File: src/rtl/transponder_pkg.sv
// Shared constants for the quiz-buzzer front end: channel indices and default timing.
package transponder_pkg;

  localparam int NUM_CH  = 4;
  localparam int CH_CON0 = 0;
  localparam int CH_CON1 = 1;
  localparam int CH_CON2 = 2;
  localparam int CH_HOST = 3;

  // 20 ms debounce and 5 s stuck threshold at a 50 MHz clock
  localparam int DEF_DEBOUNCE_CYCLES = 1000000;
  localparam int DEF_STUCK_CYCLES    = 250000000;

endpackage

File: src/rtl/key_debounce_channel.sv
// One button channel: 2-FF synchroniser, polarity fix, debounce counter,
// press/release pulse generation and held-too-long detection.
module key_debounce_channel
  import transponder_pkg::*;
#(
  parameter int DEBOUNCE_CYCLES  = DEF_DEBOUNCE_CYCLES,
  parameter int STUCK_CYCLES     = DEF_STUCK_CYCLES,
  parameter bit INPUT_ACTIVE_LOW = 1'b1
) (
  input  logic clock,
  input  logic reset,
  input  logic raw,
  output logic level,
  output logic press,
  output logic lift,
  output logic stuck
);

  localparam int CW = $clog2(DEBOUNCE_CYCLES + 1);
  localparam int SW = $clog2(STUCK_CYCLES + 1);
  localparam logic          INACTIVE = INPUT_ACTIVE_LOW ? 1'b1 : 1'b0;
  localparam logic [CW-1:0] CNT_LAST = CW'(DEBOUNCE_CYCLES - 1);
  localparam logic [SW-1:0] HOLD_MAX = SW'(STUCK_CYCLES);

  logic          sync1;
  logic          sync2;
  logic          sample;
  logic [CW-1:0] cnt;
  logic [SW-1:0] hold;
  logic          drop;

  always_ff @(posedge clock or negedge reset) begin
    if (!reset) begin
      sync1 <= INACTIVE;
      sync2 <= INACTIVE;
    end else begin
      sync1 <= raw;
      sync2 <= sync1;
    end
  end

  assign sample = INPUT_ACTIVE_LOW ? ~sync2 : sync2;

  // Any sample matching the current level restarts the stability count
  always_ff @(posedge clock or negedge reset) begin
    if (!reset) begin
      cnt   <= '0;
      level <= 1'b0;
      press <= 1'b0;
      lift  <= 1'b0;
    end else begin
      press <= 1'b0;
      lift  <= 1'b0;
      if (sample == level) begin
        cnt <= '0;
      end else if (cnt == CNT_LAST) begin
        cnt   <= '0;
        level <= sample;
        press <= sample;
        lift  <= ~sample;
      end else begin
        cnt <= cnt + 1'b1;
      end
    end
  end

  assign drop = level && (sample != level) && (cnt == CNT_LAST);

  // Hold counter clears on the very edge the level falls, so stuck drops with it
  always_ff @(posedge clock or negedge reset) begin
    if (!reset) begin
      hold <= '0;
    end else if (drop || !level) begin
      hold <= '0;
    end else if (hold != HOLD_MAX) begin
      hold <= hold + 1'b1;
    end
  end

  assign stuck = (hold == HOLD_MAX);

endmodule

File: src/rtl/key_conditioner.sv
// Conditions the three contestant buttons and the host button into clean
// levels, single-cycle press/release pulses and stuck flags.
module key_conditioner
  import transponder_pkg::*;
#(
  parameter int CHANNELS         = NUM_CH,
  parameter int DEBOUNCE_CYCLES  = DEF_DEBOUNCE_CYCLES,
  parameter int STUCK_CYCLES     = DEF_STUCK_CYCLES,
  parameter bit INPUT_ACTIVE_LOW = 1'b1
) (
  input  logic                clock,
  input  logic                reset,
  input  logic [CHANNELS-1:0] btn_raw,
  output logic [CHANNELS-1:0] btn_level,
  output logic [CHANNELS-1:0] btn_press,
  output logic [CHANNELS-1:0] btn_release,
  output logic                any_press,
  output logic [CHANNELS-1:0] btn_stuck
);

  for (genvar i = 0; i < CHANNELS; i++) begin : g_ch
    key_debounce_channel #(
      .DEBOUNCE_CYCLES (DEBOUNCE_CYCLES),
      .STUCK_CYCLES    (STUCK_CYCLES),
      .INPUT_ACTIVE_LOW(INPUT_ACTIVE_LOW)
    ) u_ch (
      .clock(clock),
      .reset(reset),
      .raw  (btn_raw[i]),
      .level(btn_level[i]),
      .press(btn_press[i]),
      .lift (btn_release[i]),
      .stuck(btn_stuck[i])
    );
  end

  assign any_press = |btn_press;

endmodule

File: config.mk
export PLATFORM = sky130hd
export DESIGN_NAME = key_conditioner
export DESIGN_NICKNAME = d
export VERILOG_FILES = /design/src/rtl/transponder_pkg.sv /design/src/rtl/key_debounce_channel.sv /design/src/rtl/key_conditioner.sv
export SDC_FILE = /design/constraint.sdc
export NUM_CORES = 1
export LEC_CHECK = 0
export CORE_MARGIN = 3
export CORE_UTILIZATION = 32
export DETAILED_ROUTE_END_ITERATION = 12
export PLACE_DENSITY = 0.56
export SYNTH_ARGS = -nofsm -noshare
export SYNTH_HDL_FRONTEND = slang
export SYNTH_SLANG_ARGS = --single-unit
File: constraint.sdc
create_clock -name clock -period 3.4 [get_ports clock]
set_input_delay 0.51 -clock clock [delete_from_list [all_inputs] [get_ports clock]]
set_output_delay 0.51 -clock clock [all_outputs]
set_load 0.05 [all_outputs]
==> results of run 1 <==
## area by class of cell
type                    count  area [um^2]  share of cell area
clock buffers              34          739              0.0610
flip-flops and latches    212         5320               0.438
clock inverters            11          136              0.0112
inverters                  28          105             0.00866
multi-input cells         801         4960               0.409
repair buffers             30          322              0.0265
well taps                 442          553              0.0456
## critical path, delay by kind of cell, from the launching register on
family        cells  cell delay, ps
simple gates      3             940
buf+inv           2             680
flops             1             420
fa+ha+maj         1             140
## cells by family after synthesis
kind of cell               after synthesis  share of synthesized area
AOI/OAI and AO/OA                       24                     0.0146
xor gates and xnor gates               170                      0.140
adders and majority gates               16                     0.0188
buffers and inverters                   74                     0.0342
DFF                                    212                      0.500
muxes                                    7                    0.00659
and+or+nand+nor                        584                      0.286
## per-layer routing
metal	track usage	part of all wire	vias to the layer above
li1	-	-	3726
met1	0.162	0.48	3620
met2	0.196	0.47	69
met3	0.0214	0.030	28
met4	0.0255	0.017	0
met5	0	0	-
## final timing paths
path                                                   from                                end  slack (ps)
setup / recovery           g_ch[1].u_ch.hold[0]$_DFFE_PN0P_                       btn_stuck[1]         200
hold / removal                                        reset  g_ch[1].u_ch.hold[27]$_DFFE_PN0P_         -10
setup reg to reg              g_ch[0].u_ch.cnt[6]$_DFF_PN0_  g_ch[0].u_ch.hold[25]$_DFFE_PN0P_        1110
hold reg to reg                g_ch[1].u_ch.sync1$_DFF_PN1_       g_ch[1].u_ch.sync2$_DFF_PN1_         350
max in group asynchronous                             reset       g_ch[3].u_ch.sync1$_DFF_PN1_        2580
min in group clock             g_ch[1].u_ch.sync1$_DFF_PN1_       g_ch[1].u_ch.sync2$_DFF_PN1_         350
## stage by stage
stage                     utilization  power [mW]  instance area [um^2]  instances  hold slack, ps
after floorplan                     -        2.64                 10600       1087             214
after global placement          0.345        2.71                 11300       1513             346
after detailed placement        0.345        2.72                 11300       1513             347
after CTS                       0.372        5.55                 12100       1558            20.0
after global routing            0.372        5.69                 12100       1558            41.6
final                           0.372        5.45                 12100       1558           -14.3
## power breakdown
part	total, mW	internal [mW]	leakage, nW	switching [mW]
combinational	0.103	0.0273	1.46	0.0758
sequential	2.56	2.54	2.93	0.0156
clock	2.79	1.74	0.437	1.04
total	5.45	4.31	4.82	1.13
## flip-flops by register name (all words and copies together), names as in the netlist
name	flops
g_ch.u_ch.lift	4
g_ch.u_ch.sync1	4
g_ch.u_ch.hold	112
g_ch.u_ch.press	4
g_ch.u_ch.level	4
g_ch.u_ch.sync2	4
g_ch.u_ch.cnt	80
## what timing repair did
item / in CTS / in global routing
endpoints found under the setup margin: 1 / 1
hold buffers: 0 / 0
gates resized for setup: 1 / 1
## cell usage after synthesis (4+ instances only)
cell type / count / area (um^2)
dfrtp_1: 204 / 5100
a21oi_1: 9 / 45.0
nand4_1: 61 / 382
nand2_1: 59 / 221
ha_1: 16 / 200
dfstp_2: 8 / 210
xnor2_1: 65 / 569
nor4_1: 20 / 125
nor3_1: 25 / 125
nor4_4: 5 / 106
or4_1: 4 / 30.0
and3_1: 26 / 163
buf_2: 10 / 50.1
nand2b_1: 5 / 31.3
buf_4: 19 / 143
nor3b_1: 5 / 37.5
mux2i_1: 7 / 70.1
nand3_1: 84 / 420
nor4bb_1: 4 / 40.0
nand4b_1: 4 / 35.0
or3_1: 5 / 31.3
nor2_1: 222 / 833
inv_1: 28 / 105
and4_1: 16 / 140
nor4b_1: 10 / 87.6
xor2_1: 105 / 920
clkbuf_1: 14 / 52.6
and2_1: 10 / 62.6
o21ai_0: 4 / 20.0
==> results by group, run 1 <==
Cells and area
  • Most common cell after layout, fill and taps aside: nor2_1
  • Antenna diodes: 0
  • # fillers: about 3200
  • Most frequent cells in the layout: nor2_1 (222), dfrtp_1 (204), xor2_1 (105)
  • NumNets Final: 1120
  • Share of layout cells above drive strength 1: 0.0780
  • Layout area overhead: 14.0%

Worst setup path
  • Critical Path RT: 2890 ps
  • Crit start category: register
  • Crit-path slowest cell: dlygate4sd2_1
  • CP Cell Sequence: inv_1 -> ha_1 -> nor4b_1 -> nand3_1 -> nor4_1 -> dlygate4sd2_1
  • Max FO, Critical Path: 5
  • WS Path Type: reg -> out
  • Crit path capture type: output port
  • CP peak stage delay: 570 ps
  • CP arrival: 2690 ps
  • Worst reg2reg path depth: 5

Status
  • Outcome: complete, but fails checks
  • Failing checks: hold timing

Detailed routing
  • Drt pass-1 iters: 4
  • DRT Wirelength: 20.4 mm
  • Antenna Nets Post-Route: 0
  • Vias: 7443
  • Avg WL per Cell: 13.1 um
  • Post-DR vias/cell: approximately 4.8
  • DR iter-0 viols: 288
  • DRC viols: 0

CTS
  • Root Buffer: clkbuf_16
  • Clock Latency Late Sink: 520 ps
  • # Post-CTS Setup Buffers: 0
  • Total CTS buffers: 25
  • CTS clk-pin slew, worst paths: 60 ps
  • Clock buffer depth: 3
  • CTS tree: yes
  • Clock sinks: approximately 210
  • Htree depth: 1

Place
  • GP Congestion: 0.835
  • Detailed Place HPWL: about 14 mm
  • Port buffer count: 22
  • Pre-CTS setup slack: 464 ps

GRT
  • Initial antenna violation count: 0
  • Total GRT Usage: 0.118
  • Largest net degree at the start of global routing: between 90 and 100
  • Vias in the first global route: 7514
  • Total gr overflow: 0
  • First-pass GRT wire length: 36.4 mm

Synth
  • Sequential area share after synthesis: 0.500
  • Synth Register Bits: 212
  • Post-synth ARST share: 1.00
  • Top FF cell, synth: dfrtp_1
  • Syn nets: 1109
  • Syn Inst Count: approximately 1100
  • Post-Syn Area: approximately 11000 um^2
  • Unique masters post-synth: 52
  • Number of synthesized flops with an enable pin: 0
  • Ys Warns: 0
  • Syn Area/Cell: 9.79 um^2

STA
  • Slew Limit Fails: 0
  • Hold slack: -14.3 ps
  • Slew @ Worst Pin: between 1000 and 1500 ps
  • Final setup viols: 0
  • Setup_tns: 0 ps
  • Final hold vios: 3
  • Worst Slack Setup Final: 197 ps
  • Fmax: 312 MHz
  • Fin crit period: 3200 ps
  • Fin crit share: 0.942
  • Max Clock Skew: 18.7 ps
  • Slew headroom: 0.310
  • RSZ-0062 raised after global routing: no

Run
  • Max_cap viols: 0

Power and ir drop
  • Static Leak: 4.82 nW
  • PD cells: around 450 nW/um^2
  • Peak VDD IR: 0.328 mV

Floorplan
  • Core box area: 32600 um^2
  • Die Width: ~190 um
  • Die height: 188 um
  • # rows: 66
  • Die area: 35500 um^2
  • I/O pin total: 23
  • Initial core utilization: 0.326

Hold path
  • Hold Path Class: in -> async
Power figures use the tool's default switching activity.
==> inputs of run 2 (changes only) <==
--- a/config.mk
+++ b/config.mk
@@ -8,7 +8,9 @@
 export CORE_MARGIN = 3
 export CORE_UTILIZATION = 32
 export DETAILED_ROUTE_END_ITERATION = 12
-export PLACE_DENSITY = 0.56
+export DONT_BUFFER_PORTS = 1
+export PLACE_DENSITY = 0.55
 export SYNTH_ARGS = -nofsm -noshare
 export SYNTH_HDL_FRONTEND = slang
+export SYNTH_HIERARCHICAL = 1
 export SYNTH_SLANG_ARGS = --single-unit
==> run 2 against run 1 <==
  * The flow still finishes with violations (hold timing)
  * Clock power is 6% lower
  * Clock-buffer cell count increased by 2
  * Largest power group unchanged
  * Clock skew down 8.7 ps
  * Highest routed layer unchanged
==> results by group, run 2 <==
Floorplan
  • Initial core utilization: 0.325 (-0.00115)
  • Die Width: 188 um (-0.17%)
  • # rows: 66 (unchanged)
  • Die height: 188 um (-0.17%)
  • I/O pin total: 23 (unchanged)
  • Core box area: 32600 um^2 (unchanged)
  • Die area: 35400 um^2 (-0.34%)

STA
  • Max Clock Skew: 10.0 ps (-8.70 ps)
  • Slew Limit Fails: 0 (unchanged)
  • Final setup viols: 0 (unchanged)
  • Slew @ Worst Pin: 1000 ps (-26.6 ps)
  • Fmax: 341 MHz (+9.1%)
  • RSZ-0062 raised after global routing: no
  • Slew headroom: 0.332 (+0.0214)
  • Final hold vios: 206 (+203)
  • Fin crit period: 2940 ps (-267 ps)
  • Worst Slack Setup Final: 464 ps (+267 ps)
  • Hold slack: -309 ps (-294 ps)
  • Fin crit share: 0.864 (-0.0786)
  • Setup_tns: 0 ps (unchanged)

Synth
  • Post-synth ARST share: 1.00 (unchanged)
  • Unique masters post-synth: 46 (-12%)
  • Top FF cell, synth: dfrtp_1
  • Syn Inst Count: 1062 (-2.3%)
  • Syn nets: 1084 (-2.3%)
  • Share of the synthesized area in the top cell type: 0.481 (+0.00170)
  • Sequential area share after synthesis: 0.501 (+0.00177)
  • Synth top cells by count: dfrtp_1 (204), nor2_1 (176), xor2_1 (96)
  • Number of synthesized flops with an enable pin: 0 (unchanged)
  • Most frequent cell after synthesis: dfrtp_1
  • Ys Warns: 6 (+6)
  • Synth top area cells: dfrtp_1 (48%), xor2_1 (7.9%), nor2_1 (6.2%)
  • Syn Area/Cell: 9.98 um^2 (+2.0%)
  • Post-synth top area cell: dfrtp_1
  • Synth Register Bits: 212 (unchanged)
  • Post-Syn Area: 10600 um^2 (-0.35%)

Worst setup path
  • Critical Path RT: 2890 ps (about the same)
  • WS Path Type: reg -> out
  • Most frequent cell on the critical path: or4_1
  • Crit start category: register
  • Crit-path slowest cell: or4_1
  • Crit path capture type: output port
  • CP peak stage delay: 600 ps (+30 ps)
  • CP arrival: 2430 ps (-260 ps)
  • Max FO, Critical Path: 6 (+1)
  • CP Cell Sequence: or4_1 -> or4_1 -> nor2_1 -> buf_4

Place
  • Port buffer count: 0 (-100%)
  • Detailed Place HPWL: 13.4 mm (-2.6%)
  • Pre-CTS setup slack: 880 ps (+417 ps)
  • GP Congestion: 0.802 (-3.9%)

Power and ir drop
  • Combinational share of power: 0.009 (-0.010)
  • Net Sw Frac: 0.205 (-0.00330)
  • Clock Power Share: 0.502 (-0.009)
  • Net Switching: 1.07 mW (-5.4%)
  • PD cells: 439 nW/um^2 (-2.4%)
  • Peak VDD IR: 0.333 mV (+1.4%)
  • Internal power: 4.17 mW (-3.4%)
  • Static Leak: 4.71 nW (-2.2%)
  • Reg power frac: 0.489 (+0.019)

Detailed routing
  • DR WL met2: 9.56 mm (about the same)
  • DRC viols: 0 (unchanged)
  • Vias: 7540 (+1.3%)
  • Highest routed metal layer: met4
  • Antenna Nets Post-Route: 0 (unchanged)
  • Wl on met1: 10.5 mm (+5.8%)
  • Post-DR vias/cell: 4.92 (+2.9%)
  • DR iter-0 viols: 564 (+96%)
  • Met3 wire len: 623 um (+2.1%)
  • Drt pass-1 iters: 4 (unchanged)
  • Avg WL per Cell: 13.7 um (+4.8%)
  • DRT Wirelength: 21.1 mm (+3.2%)

CTS
  • # Post-CTS Setup Buffers: 0 (unchanged)
  • CTS tree: yes
  • Total CTS buffers: 25 (unchanged)
  • Htree depth: 1 (unchanged)
  • Clock Latency Late Sink: 510 ps (about the same)
  • Hold-fix buffers at CTS: 4 (+4)
  • Root Buffer: clkbuf_16
  • Clock sinks: 212 (unchanged)
  • Post-cts gate resize count: 0 (-1)
  • CTS clk-pin slew, worst paths: 60 ps (about the same)
  • Clock buffer depth: 3 (unchanged)

GRT
  • Largest net degree at the start of global routing: 213 (+120%)
  • First-pass GRT wire length: 36.5 mm (+0.34%)
  • Vias in the first global route: 7524 (+0.13%)
  • Total gr overflow: 0 (unchanged)
  • Total GRT Usage: 0.119 (+0.00157)
  • Initial antenna violation count: 0 (unchanged)

Hold path
  • Hold Path Class: in -> async

Cells and area
  • Antenna diodes: 0 (unchanged)
  • Most flop-heavy register: g_ch.u_ch/hold
  • Max reg flops: 112 (unchanged)
  • NumNets Final: 1097 (-2.1%)
  • Share of layout cells above drive strength 1: 0.0788 (+0.000798)
  • FF+latch area: 5320 um^2 (unchanged)
  • Regs by FF count: g_ch.u_ch/hold x112, g_ch.u_ch/cnt x80
  • # fillers: 3269 (+0.80%)
  • Most frequent cells in the layout: dfrtp_1 (204), nor2_1 (176), xor2_1 (96)
  • Area of the multi-input gates: 5090 um^2 (+2.6%)
  • Most common cell after layout, fill and taps aside: dfrtp_1
  • Layout area overhead: 12.7%

Run
  • Max_cap viols: 0 (unchanged)

Status
  • Failing checks: hold timing
  • Outcome: complete, but fails checks
==> run 2: cell count changes after synthesis, sizes merged, moves of 9 or more <==
cell	change
nand4	-18
nor2	-48
buf	-21
or3	+14
xor2	-9
or4	+11
o21ai	+15
xnor2	-15
a21oi	+25
==> run 2: kinds of logic (layout without fill, tap and decap cells) <==
| kind of cell | Yosys count | after routing | synth area share |
|---|---|---|---|
| simple gates | 562 | 562 | 0.295 |
| flops | 212 | 212 | 0.501 |
| xor+xnor | 146 | 146 | 0.121 |
| compound gates | 70 | 70 | 0.0385 |
| buf+inv | 50 | 80 | 0.0203 |
| fa+ha+maj | 16 | 16 | 0.0189 |
| mux | 6 | 6 | 0.00566 |
==> run 2: worst paths after layout <==
kind	start	endpoint	slack, ps	cells past startpoint
max	g_ch[0].u_ch/hold[5]$_DFFE_PN0P_	btn_stuck[0]	460	4
min	reset	g_ch[1].u_ch/hold[1]$_DFFE_PN0P_	-310	0
max reg2reg	g_ch[0].u_ch/cnt[0]$_DFF_PN0_	g_ch[0].u_ch/cnt[6]$_DFF_PN0_	950	5
min reg2reg	g_ch[3].u_ch/sync1$_DFF_PN1_	g_ch[3].u_ch/sync2$_DFF_PN1_	350	0
max in group asynchronous	reset	g_ch[0].u_ch/sync1$_DFF_PN1_	3350	0
min in group clock	g_ch[3].u_ch/sync1$_DFF_PN1_	g_ch[3].u_ch/sync2$_DFF_PN1_	350	0
==> run 2: cell type report <==
cell class | count | area share
repair buffers | 10 | 0.00712
well taps | 442 | 0.0463
flip-flops and latches | 212 | 0.445
clock inverters | 8 | 0.00754
inverters | 26 | 0.00817
multi-input cells | 800 | 0.426
clock buffers | 36 | 0.0600
==> run 2: worst max-delay path: cells and delay by family, from the launching register on <==
family        cells  cell delay (ps)
buf+inv           1              210
simple gates      3             1260
flops             1              430
==> run 2: layer usage <==
layer,track usage,up-vias
met3,0.0179,29
met1,0.166,3689
li1,-,3757
met5,0,-
met2,0.196,65
met4,0.0309,0
==> run 2: metrics by stage <==
stage / cell area [um^2] / power, mW / instances / util
after floorplan: 10600 / 2.64 / 1062 / -
after global placement: 11100 / 2.65 / 1486 / 0.340
after detailed placement: 11100 / 2.65 / 1486 / 0.340
after CTS: 11900 / 5.35 / 1534 / 0.366
after global routing: 11900 / 5.45 / 1534 / 0.366
final: 11900 / 5.24 / 1534 / 0.366
==> run 2: power groups by stage <==
stage	sequential (mW)	clock (mW)	combinational [mW]
3_3_place_gp	2.61	0	0.0421
2_1_floorplan	2.60	0	0.0368
4_1_cts	2.56	2.74	0.0466
6_report	2.56	2.63	0.0452
3_5_place_dp	2.61	0	0.0423
5_1_grt	2.56	2.83	0.0541
